**src/rtl/servile_wb_arbiter.sv**
```systemverilog
// Round-robin arbiter sharing the servile memory port between ibus and dbus.
// Define SERVILE_ARB_TIMEOUT_EN to add the hung-access watchdog.
module servile_wb_arbiter #(
  parameter int unsigned TIMEOUT_CYCLES  = 16,
  parameter logic        RESET_LAST_DBUS = 1'b1
) (
  input  logic        i_clk,
  input  logic        i_rst_n,
  input  logic [31:0] i_wb_ibus_adr,
  input  logic        i_wb_ibus_stb,
  output logic [31:0] o_wb_ibus_rdt,
  output logic        o_wb_ibus_ack,
  input  logic [31:0] i_wb_dbus_adr,
  input  logic [31:0] i_wb_dbus_dat,
  input  logic [3:0]  i_wb_dbus_sel,
  input  logic        i_wb_dbus_we,
  input  logic        i_wb_dbus_stb,
  output logic [31:0] o_wb_dbus_rdt,
  output logic        o_wb_dbus_ack,
  output logic [31:0] o_wb_mem_adr,
  output logic [31:0] o_wb_mem_dat,
  output logic [3:0]  o_wb_mem_sel,
  output logic        o_wb_mem_we,
  output logic        o_wb_mem_stb,
  input  logic [31:0] i_wb_mem_rdt,
  input  logic        i_wb_mem_ack,
  output logic        o_err
);

  if (TIMEOUT_CYCLES < 2 || TIMEOUT_CYCLES > 255) begin : g_bad_timeout
    $error("TIMEOUT_CYCLES must be in 2..255");
  end

  typedef enum logic [1:0] {
    IDLE  = 2'd0,
    GNT_I = 2'd1,
    GNT_D = 2'd2
  } state_t;

  state_t state, state_nxt;
  logic   last, last_nxt;
  logic   own_stb;
  logic   tmo;

  always_comb begin
    own_stb = 1'b0;
    if (state == GNT_I) own_stb = i_wb_ibus_stb;
    if (state == GNT_D) own_stb = i_wb_dbus_stb;
  end

`ifdef SERVILE_ARB_TIMEOUT_EN
  logic [7:0] cnt;

  // Ack wins over a watchdog expiry in the same cycle.
  assign tmo = own_stb && !i_wb_mem_ack &&
               (cnt == 8'(TIMEOUT_CYCLES - 1));

  always_ff @(posedge i_clk or negedge i_rst_n) begin
    if (!i_rst_n)
      cnt <= 8'd0;
    else if (state == IDLE || state_nxt == IDLE)
      cnt <= 8'd0;
    else
      cnt <= cnt + 8'd1;
  end
`else
  assign tmo = 1'b0;
`endif

  always_ff @(posedge i_clk or negedge i_rst_n) begin
    if (!i_rst_n) begin
      state <= IDLE;
      last  <= RESET_LAST_DBUS;
    end else begin
      state <= state_nxt;
      last  <= last_nxt;
    end
  end

  always_comb begin
    state_nxt = state;
    last_nxt  = last;
    unique case (state)
      IDLE: begin
        if (i_wb_ibus_stb && (!i_wb_dbus_stb || last))
          state_nxt = GNT_I;
        else if (i_wb_dbus_stb)
          state_nxt = GNT_D;
      end
      GNT_I: begin
        if (i_wb_mem_ack || tmo) begin
          state_nxt = IDLE;
          last_nxt  = 1'b0;
        end else if (!i_wb_ibus_stb) begin
          state_nxt = IDLE;
        end
      end
      GNT_D: begin
        if (i_wb_mem_ack || tmo) begin
          state_nxt = IDLE;
          last_nxt  = 1'b1;
        end else if (!i_wb_dbus_stb) begin
          state_nxt = IDLE;
        end
      end
      default: state_nxt = IDLE;
    endcase
  end

  always_comb begin
    o_wb_mem_adr = i_wb_ibus_adr;
    o_wb_mem_dat = 32'd0;
    o_wb_mem_sel = 4'd0;
    o_wb_mem_we  = 1'b0;
    if (state == GNT_I) o_wb_mem_sel = 4'hf;
    if (state == GNT_D) begin
      o_wb_mem_adr = i_wb_dbus_adr;
      o_wb_mem_dat = i_wb_dbus_dat;
      o_wb_mem_sel = i_wb_dbus_sel;
      o_wb_mem_we  = i_wb_dbus_we;
    end
  end

  assign o_wb_mem_stb  = own_stb && !tmo;
  assign o_wb_ibus_ack = (state == GNT_I) && (i_wb_mem_ack || tmo);
  assign o_wb_dbus_ack = (state == GNT_D) && (i_wb_mem_ack || tmo);
  assign o_wb_ibus_rdt = tmo ? 32'd0 : i_wb_mem_rdt;
  assign o_wb_dbus_rdt = tmo ? 32'd0 : i_wb_mem_rdt;
  assign o_err         = tmo;

endmodule

```
**config.mk**
```make
export PLATFORM = sky130hd
export DESIGN_NAME = servile_wb_arbiter
export DESIGN_NICKNAME = d
export VERILOG_FILES = /design/src/rtl/servile_wb_arbiter.sv
export SDC_FILE = /design/constraint.sdc
export NUM_CORES = 1
export LEC_CHECK = 0
export CORE_AREA = 2 2 106 108
export CTS_CLUSTER_SIZE = 10
export DETAILED_ROUTE_END_ITERATION = 6
export DIE_AREA = 0 0 108 110
export GPL_TIMING_DRIVEN = 0
export SYNTH_ARGS = -nofsm -noshare
export SYNTH_HDL_FRONTEND = slang
export SYNTH_SLANG_ARGS = --single-unit
```
**constraint.sdc**
```tcl
create_clock -name i_clk -period 1.4 [get_ports i_clk]
set_clock_uncertainty 0.15 [all_clocks]
set_input_delay 0.28 -clock i_clk [delete_from_list [all_inputs] [get_ports i_clk]]
set_output_delay 0.28 -clock i_clk [all_outputs]
set_load 0.01 [all_outputs]
```
==> results.py <==
metrics = {
    "logic_synthesis": {
        "async_reset_ff_frac": 1.00,
        "synth_flop_cell": "dfrtp_1",
        "synth_area_leaders": "buf_4, mux2_4, and2_1, buf_12, dfrtp_1",
        "syn_avg_cell_area_um2": 9.26,
        "synth.cell_area_um2": 1470,
        "synth_top_area_frac": 0.331,
        "yosysMostFrequentCell": "buf_4",
        "ys_ff_latch": 3,
        "synth-edff-count": 0,
        "ys_seq_area_frac": 0.0518,
        "synth_cell_types": 20,
        "synth_top_area_cell": "buf_4",
        "synth_fp_nets": 297,
        "syn_inst": 159,
        "ys_warn_count": 0,
        "synth_common_cells": "buf_4, and2_1, mux2_4",
    },
    "clocking": {
        "clockBufferDepth": 2,
        "cts_sinks": 3,
        "cts_buffers": 3,
        "cts_tree": "built",
        "clockRootBuffer": "clkbuf_8",
        "path_clk_slew_ns": 0.03,
        "ctsHoldBuffers": 0,
        "htreeDepth": 1,
        "clk_latency_ns": 0.22,
    },
    "power_and_ir_drop": {
        "p_per_area_nw_per_um2": 593,
        "p_sw_frac": 0.303,
        "p_int_w": 0.00186,
        "clkPwrFrac": 0.099,
        "power_w": 0.00267,
        "power.switching_w": 0.000810,
        "seqPwrFrac": 0.050,
        "power_leakage_nw": 2.12,
        "power_frac_comb": 0.852,
        "irDropWorstVdd_v": 0.000557,
    },
    "cells_and_area": {
        "area_growth_pct": 206,
        "nNetsFinal": 565,
        "antennaDiodeCount": 0,
        "fin_util": 0.422,
        "drive_gt1_frac": 0.545,
    },
    "drt": {
        "drc": 0,
        "first_iter_violations": 21,
        "routed_wl_um": 7620,
        "antenna_left": 0,
        "first_pass_iters": 4,
        "viasPerCell": 3.60,
        "dr_total_vias": 2037,
        "wl_per_cell_um": 13.5,
    },
    "die": {
        "dieWidth_um": 108,
        "die_h_um": 110,
        "initial_core_util": 0.138,
        "die_area_um2": 11900,
        "core_um2": 10700,
        "ioPinCount": 275,
        "row_count": 38,
    },
    "sta": {
        "clock.fmax_ghz": 0.501,
        "finalSetupTns_ns": -37.82,
        "hold_slack_ns": 0.104,
        "grt_setup_unrepaired": "yes",
        "hold_viol": 0,
        "finalMaxSlewViolations": 0,
        "period_needed_ns": 1.99,
        "finalSetupViolCount": 72,
        "fin_ws_ns": -0.595,
        "finalCritPeriodShare": 1.42,
    },
    "critical_path": {
        "reg2reg_depth": 3,
        "path_max_fanout": 8,
        "worstSetupEndpointType": "output pin",
        "worst_ep_required_time_ns": 0.97,
        "rr_startpoint": "state[0]",
        "worstReg2RegEnd": "state[1]",
        "startpoint_type": "flip-flop",
        "r2r_setup_slack_ns": 0.20,
        "arrival_ns": 1.56,
        "crit_type": "flip-flop to output pin",
    },
    "outcome": {
        "violations": "negative setup slack",
        "outcome": "complete, but fails checks",
    },
    "grt": {
        "antenna_found_initial": 0,
        "grt_pass1_wl_um": 10000,
        "grt_pass1_vias": 1926,
        "grt_overflow": 0,
        "grt_max_degree": 11,
        "track_usage": 0.107,
    },
    "hold_path": {
        "hp-class": "primary input to asynchronous set/reset pin",
    },
    "run": {
        "cap_viol_max_count": 0,
    },
    "place": {
        "place_hpwl_um": 6320,
        "portBuffers": 241,
        "gp_congestion": 0.778,
        "pre_cts_slack_ns": -0.760,
    },
}
==> state kept, by name, indices dropped and copies added, names as in the netlist <==
name and count:
last 1, state 2
==> kinds of logic after synthesis <==
logic type             count (synthesis)  synth area share
other                                  1           0.00255
buffers and inverters                 73             0.398
AOI/OAI and AO/OA                      9            0.0484
and+or+nand+nor                       41             0.176
muxes                                 32             0.324
DFF                                    3            0.0518
==> timing repair <==
action,4_1_cts,5_1_grt
endpoints found under the setup margin,72,72
resized for setup,291,105
cloned,4,3
buffers inserted,9,7
==> layer usage <==
| layer | wire, um | vias up | track usage |
|---|---|---|---|
| met5 | 0 | - | 0 |
| met4 | 85 | 0 | 0.0201 |
| met3 | 690 | 10 | 0.0294 |
| met2 | 4120 | 107 | 0.205 |
| met1 | 2720 | 936 | 0.119 |
| li1 | - | 984 | - |
==> layout make-up <==
type	instances	area (um^2)
fill	1059	6190
clock buffer	4	45.0
timing repair buffer	263	2700
tap	140	175
sequential	3	76.3
multi-input combinational	83	888
buffer	73	623
==> stage by stage <==
step,instances,instance area (um^2)
after floorplan,159,1500
after global placement,540,4090
after detailed placement,540,4090
after CTS,557,4080
after global routing,566,4510
final,566,4510
==> power by group through the flow <==
stage          Combinational [W]  Sequential [W]  Clock (W)
2_1_floorplan           0.000883        0.000131          0
3_3_place_gp             0.00190        0.000136          0
3_5_place_dp             0.00191        0.000138          0
4_1_cts                  0.00195        0.000132   0.000269
5_1_grt                  0.00240        0.000137   0.000273
6_report                 0.00228        0.000133   0.000264
==> critical path, stage by stage (launching register included) <==
cell	delay, ns
dfrtp_1	0.40
nor2b_4	0.13
buf_8	0.13
buf_6	0.12
clkbuf_16	0.14
mux2_4	0.30
buf_6	0.12
==> worst max-delay path by stage <==
stage / slack (ns) / from / end / cells after the start
2_1_floorplan: -0.16 / state[1] / o_wb_mem_adr[0] / 4
6_report: -0.59 / state[0] / o_wb_mem_adr[6] / 6
3_3_place_gp: -0.75 / state[1] / o_wb_mem_adr[30] / 5
4_1_cts: -0.74 / state[0] / o_wb_mem_sel[1] / 5
5_1_grt: -0.65 / state[0] / o_wb_mem_adr[6] / 6
3_5_place_dp: -0.76 / state[0] / o_wb_mem_adr[30] / 5
==> layout by cell type, fill, tap and decap left out, drive strengths merged <==
master / n
and2: 35
clkbuf: 9
buf: 162
conb: 1
o2bb2ai: 1
nand2b: 2
dfstp: 1
a21oi: 1
a21o: 4
mux2: 32
nand2: 1
a22o: 1
nor2b: 1
a221oi: 1
dfrtp: 2
o211a: 1
clkdlybuf4s50: 169
and2b: 2
Note: power is estimated with default switching activity, not from simulation.
